## config.mk

```make
export PLATFORM = sky130hd
export DESIGN_NAME = address_write_stager
export DESIGN_NICKNAME = d
export VERILOG_FILES = /design/src/rtl/address_write_stager_pkg.sv /design/src/rtl/address_write_stager_write_stage_register.sv /design/src/rtl/address_write_stager.sv
export SDC_FILE = /design/constraint.sdc
export NUM_CORES = 1
export LEC_CHECK = 0
export CAP_MARGIN = 15
export CORE_MARGIN = 2
export CORE_UTILIZATION = 43
export DETAILED_ROUTE_END_ITERATION = 10
export PLACE_DENSITY = 0.88
export SETUP_SLACK_MARGIN = 0.05
export SLEW_MARGIN = 30
export SYNTH_ARGS = -nofsm -noshare
export SYNTH_HDL_FRONTEND = slang
export SYNTH_SLANG_ARGS = --single-unit
```

## constraint.sdc

```tcl
create_clock -name clock -period 1.3 [get_ports clock]
set_input_delay 0.26 -clock clock [delete_from_list [all_inputs] [get_ports clock]]
set_output_delay 0.26 -clock clock [all_outputs]
set_load 0.05 [all_outputs]
```

## src/rtl/address_write_stager_pkg.sv

```systemverilog
// address_write_stager_pkg: stage record shared by the write stager and its stage register.
// Fields are sized to the widest supported configuration; unused upper bits stay zero.
package address_write_stager_pkg;

    localparam int DEPTH_MIN = 1;
    localparam int DEPTH_MAX = 8;

    localparam int STAGE_ADDR_MAX   = 32;
    localparam int STAGE_DATA_MAX   = 128;
    localparam int STAGE_THREAD_MAX = 8;

    typedef struct packed {
        logic                        valid;
        logic [STAGE_ADDR_MAX-1:0]   addr;
        logic [STAGE_DATA_MAX-1:0]   data;
        logic [STAGE_THREAD_MAX-1:0] thread;
    } stage_t;

    function automatic int clamp_depth(input int depth);
        if (depth < DEPTH_MIN) begin
            return DEPTH_MIN;
        end
        if (depth > DEPTH_MAX) begin
            return DEPTH_MAX;
        end
        return depth;
    endfunction

endpackage

```

## src/rtl/address_write_stager_write_stage_register.sv

```systemverilog
// write_stage_register: one resettable retiming stage of the write stager.
// Synchronous active-high reset loads RESET_VALUE.
module write_stage_register
    import address_write_stager_pkg::*;
#(
    parameter stage_t RESET_VALUE = '0
) (
    input  logic   clock,
    input  logic   reset,
    input  stage_t stage_in,
    output stage_t stage_out
);

    stage_t stage_d;
    stage_t stage_q;

    always_comb begin
        stage_d = stage_in;
        if (reset) begin
            stage_d = RESET_VALUE;
        end
    end

    always_ff @(posedge clock) begin
        stage_q <= stage_d;
    end

    assign stage_out = stage_q;

endmodule

```

## src/rtl/address_write_stager.sv

```systemverilog
// address_write_stager: fixed-latency retiming of the previous instruction's write.
// Define ADDRESS_WRITE_STAGER_HAZARD_EN to build the in-flight hazard comparators.
module address_write_stager
    import address_write_stager_pkg::*;
#(
    parameter int WRITE_WORD_WIDTH   = 36,
    parameter int WRITE_ADDR_WIDTH   = 12,
    parameter int DEPTH              = 2,
    parameter int THREAD_COUNT       = 8,
    parameter int THREAD_COUNT_WIDTH = 3,
    parameter logic [WRITE_ADDR_WIDTH-1:0] IDLE_ADDR = '0
) (
    input  logic                          clock,
    input  logic                          reset,
    input  logic [WRITE_ADDR_WIDTH-1:0]   in_write_addr,
    input  logic [WRITE_WORD_WIDTH-1:0]   in_write_data,
    input  logic                          IO_Ready_previous,
    input  logic                          Cancel_previous,
    input  logic [WRITE_ADDR_WIDTH-1:0]   check_addr,
    output logic [THREAD_COUNT_WIDTH-1:0] current_thread,
    output logic [WRITE_ADDR_WIDTH-1:0]   out_write_addr,
    output logic [WRITE_WORD_WIDTH-1:0]   out_write_data,
    output logic                          out_write_valid,
    output logic [THREAD_COUNT_WIDTH-1:0] out_write_thread,
    output logic                          hazard
);

    // Out-of-range DEPTH is pulled back into the legal range.
    localparam int STAGES = clamp_depth(DEPTH);

    localparam stage_t RESET_STAGE = '{
        valid:  1'b0,
        addr:   STAGE_ADDR_MAX'(IDLE_ADDR),
        data:   '0,
        thread: '0
    };

    localparam logic [THREAD_COUNT_WIDTH-1:0] LAST_THREAD =
        THREAD_COUNT_WIDTH'(THREAD_COUNT - 1);

    logic [THREAD_COUNT_WIDTH-1:0] thread_d;
    logic [THREAD_COUNT_WIDTH-1:0] thread_q;

    always_comb begin
        thread_d = thread_q + THREAD_COUNT_WIDTH'(1);
        if (thread_q == LAST_THREAD) begin
            thread_d = '0;
        end
        if (reset) begin
            thread_d = '0;
        end
    end

    always_ff @(posedge clock) begin
        thread_q <= thread_d;
    end

    assign current_thread = thread_q;

    stage_t entry;

    // Rejected entries carry the idle address and zero data.
    always_comb begin
        entry        = RESET_STAGE;
        entry.thread = STAGE_THREAD_MAX'(thread_q);
        if (IO_Ready_previous && !Cancel_previous) begin
            entry.valid = 1'b1;
            entry.addr  = STAGE_ADDR_MAX'(in_write_addr);
            entry.data  = STAGE_DATA_MAX'(in_write_data);
        end
    end

    stage_t stage_out [STAGES];

    for (genvar k = 0; k < STAGES; k++) begin : g_stage
        stage_t stage_in;

        if (k == 0) begin : g_head
            assign stage_in = entry;
        end else begin : g_tail
            assign stage_in = stage_out[k-1];
        end

        write_stage_register #(
            .RESET_VALUE (RESET_STAGE)
        ) u_stage (
            .clock     (clock),
            .reset     (reset),
            .stage_in  (stage_in),
            .stage_out (stage_out[k])
        );
    end

    stage_t tail;

    assign tail             = stage_out[STAGES-1];
    assign out_write_valid  = tail.valid;
    assign out_write_addr   = tail.addr[WRITE_ADDR_WIDTH-1:0];
    assign out_write_data   = tail.data[WRITE_WORD_WIDTH-1:0];
    assign out_write_thread = tail.thread[THREAD_COUNT_WIDTH-1:0];

    logic unused_tail;
    assign unused_tail = ^{tail, check_addr};

`ifdef ADDRESS_WRITE_STAGER_HAZARD_EN
    always_comb begin
        hazard = 1'b0;
        for (int k = 0; k < STAGES; k++) begin
            if (stage_out[k].valid
                && stage_out[k].thread == STAGE_THREAD_MAX'(thread_q)
                && stage_out[k].addr == STAGE_ADDR_MAX'(check_addr)) begin
                hazard = 1'b1;
            end
        end
    end
`else
    assign hazard = 1'b0;
`endif

endmodule

```

======== After elaboration in Yosys (flattened, before gate mapping) ========
Index checks and enable logic that the tools add are counted.
storage, ports and cells
  bits of input ports ..................... 64
  logic and storage cells ................. 17
  register bits ........................... 107
cells by class
  bitwise gates (word level) .............. 1
  reduce and logical (&&, ||, !) cells .... 4
  $add $sub $neg .......................... 1
  eq/ne operators ......................... 1
  mux-type cells .......................... 1
operator list
  cell                                         count
  2-to-1 mux 161 bit                           1
  OR reduction 2 bit                           2
  adder 3 x 1 -> 3 bit, second input constant  1
  == test 3 bit, second input constant         1
  logical AND 1 bit                            1
  logical NOT 1 bit                            1
  NOT 1 bit                                    1

======== Logic depth before layout (Yosys ltp) ========
  depth after elaboration ................. 4
  depth in mapped cells ................... 3
  depth with buffers taken out ............ 3

======== Hierarchy ========
From an unflattened synthesis, not the netlist that was laid out.
second synthesis, totals
  cells, all modules ...................... 784
  area total of the unflattened synthesis .. 9739.3 um^2
modules (own cells, without submodules)
  module                times used  cells an instance  area an instance (um^2)
  write_stage_register  2           356                4545.6
  address_write_stager  1           72                 648.1

======== Worst setup path after synthesis ========
Ideal clock, no wire load.
  kind .................................... register to register
  from .................................... register thread_q[0], in the netlist current_thread[0]
  to ...................................... register thread_q[2], in the netlist current_thread[2]
  path slack .............................. 311 ps
  library setup time ...................... 119 ps
  stages on the path, launching flop included .. 4
  arrival ................................. 870 ps
  buffers on the path ..................... 0
  path through ............................ dfxtp_1 -> ha_1 -> ha_1 -> nor3b_1
on the way
  cells in the longest elaborated chain, start to end .. 2
RTL lines
  element                                                       RTL line                    text
  start: declaration                                            address_write_stager.sv:42  logic [THREAD_COUNT_WIDTH-1:0] thread_q;
  start signal: assignment                                      address_write_stager.sv:55  thread_q <= thread_d;
  branches (longest 2 deep; another with adder 3 x 1 -> 3 bit)  --
Parallel ways; which one is timed is not known.
A chain may end at the register's enable or synchronous reset.

======== Worst setup path after layout ========
  from .................................... register thread_q[1], in the netlist current_thread[1]
  to ...................................... output port current_thread[1]
RTL lines
  element           RTL line                    text
  end: declaration  address_write_stager.sv:20  output logic [THREAD_COUNT_WIDTH-1:0] current_thread,
No word-level cell between the ends.

==> impl_metrics.ini <==
[final_layout]
mostFrequentLayoutCells = dfxtp_1 (106), buf_12 (59), clkdlybuf4s50_1 (50)
nets = 404
mostFrequentLayoutCell = dfxtp_1
utilization_pct = 70.6
layout-drive-gt1-share_pct = 35.0
n_antenna_cell = 0
area_growth_pct = 58.0

[die]
die_w_um = 91.1
fp.dieH_um = 91.1
start_util_pct = 44.7
row_count = 31
design.die.area_sq_um = 8300
ioPinCount = 120
coreArea_sq_um = 7290

[sta]
holdWs_ns = 0.341
period_share_pct = 91.5
fmax_mhz = 841
finalCriticalPeriod_ns = 1.19
finalSetupViolCount = 0
skew_ns = 0.00943
grt_setup_unrepaired = false
setup_ws_ns = 0.111
hold_viol = 0
drv_slew = 0

[global_routing]
grt_pass1_wl_um = 10600
antenna_found_initial = 0
grt_max_degree = 64
grt_overflow = 0
grt_pass1_vias = 2091
track_usage_pct = 16.3

[drt]
totalWireLength_um = 6530
vias = 2014
drc = 0
dr.pass1.iters = 4
vias_per_cell = 4.56
wire_per_inst_um = 14.8
drtIter0Drc = 77
ant_nets = 0

[clock_tree]
clock_sinks = 107
hold_buffers = 0
cts_setup_buffers = 0
root_buffer = clkbuf_8
cts.clk_slew.worst_paths_ns = 0.10
numCtsBuffers = 9
cts_tree = built
cts_buffer_depth = 2
h-tree-depth = 3
clk_latency_ns = 0.35

[power]
ir_drop_mv = 0.684
power_density_nw_per_um2 = 1160
leakagePower_nw = 2.03

[synth]
synth.distinct_cells = 13
syn_area_per_cell_sq_um = 13.5
syn-cell-area_sq_um = 3260
ys_seq_area_share_pct = 65.7
synth_top_area_share_pct = 65.7
synth_warnings = 0
syn_inst = 242
yosysTopAreaCell = dfxtp_1
ys_ff_latch = 107
synth_fp_nets = 308
synth_area_leaders = dfxtp_1 (66%), and4bb_2 (16%), nor2b_1 (8.6%)

[outcome]
status = finished, final reports clean

[critical_path]
start_kind = flop
path_buf_inv = 1
cp.required_ns = 1.04
ff2ff_path_depth = 3
critPathArrivalTime_ns = 0.93
rr_endpoint = current_thread[2]$_SDFF_PP0_
worstSetupPathType = flop to output pin
crit_path_max_incr_delay_ns = 0.42
startpoint = current_thread[1]$_SDFF_PP0_
crit_chain = buf_12
ff2ff_setup_slack_ns = 0.21
crit_slowest_cell = dfxtp_1
cpLargestDelayFamily = flip-flops
critPathCaptureType = output pin
cp_max_fo = 3
r2r-start = current_thread[0]$_SDFF_PP0_

[placement]
place_worst_setup_slack_ns = -0.0917
dp_hpwl_um = 4490
portBuffers = 106
place_congestion = 0.670

[worst_hold_path]
hold_depth = 3
worst_hold_path.endpoint = g_stage[1].u_stage.stage_out[139]$_SDFF_PP0_
min_path_type = input port to flop
holdCritStartpoint = reset

[job]
max_cap_violations = 0
how the worst max path moves through the flow:
stage	end	slack (ns)	depth (start not counted)
after floorplan	current_thread[2]$_SDFF_PP0_	0.31	3
after global placement	g_stage[0].u_stage.stage_out[9]$_SDFF_PP0_	-0.06	3
after detailed placement	g_stage[0].u_stage.stage_out[18]$_SDFF_PP0_	-0.09	3
after CTS	current_thread[0]	0.06	1
after global routing	current_thread[1]	0.05	1
final	current_thread[1]	0.11	1
cell type report:
class / count / area [sq um]
clock inverters: 6 / 56.3
well taps: 99 / 124
flip-flops and latches: 107 / 2140
repair buffers: 110 / 1690
fillers: 511 / 2140
clock buffers: 10 / 138
multi-input cells: 110 / 1000
stage by stage:
step	cells	power (mW)	setup TNS, ns	cell area [sq um]
2_1_floorplan	242	3.77	0	3260
3_3_place_gp	426	4.11	-2.44	4950
3_5_place_dp	426	4.14	-3.44	4950
4_1_cts	442	6.05	0	5140
5_1_grt	442	6.21	0	5150
6_report	442	5.97	0	5150
power breakdown:
part / internal (mW) / switching, mW
registers: 3.36 / 0.0434
clock network: 0.790 / 1.13
logic: 0.379 / 0.275
total: 4.53 / 1.45
worst min-delay path: stages:
cell	delay [ns]
buf_2	0.14
buf_12	0.20
nor2b_1	0.06
sequential cells by signal, summed over array words and instances, names as in the netlist:
register / flops
current_thread: 3
g_stage.u_stage.stage_out: 104
layer usage:
layer	vias to the layer above	wire, um	GRT usage (%)
met3	12	449	5.23
met5	-	0	0
met2	70	3350	27.5
met1	932	2600	19.1
met4	0	129	6.82
li1	1000	-	-
Yosys cell counts:
cell,instances
dfxtp_1,107
nor2b_1,45
and4bb_2,42
clkbuf_1,12
and2b_1,10
buf_2,8
nor4bb_1,6
buf_4,4
nor3b_1,3
ha_1,2
clkbuf_2,1
conb_1,1
nor3_1,1
logic make-up after synthesis:
group	after synthesis	synth area share (%)
fa+ha+maj	2	0.767
buf+inv	25	3.68
flops	107	65.7
other cells	1	0.115
simple gates	107	29.7
repair_timing:
| item | in CTS | in global routing |
|---|---|---|
| gates resized for setup | 0 | 2 |
| hold endpoints to repair | 0 | 0 |
| endpoints found under the setup margin | 0 | 2 |
Note: power is estimated with default switching activity, not from simulation.
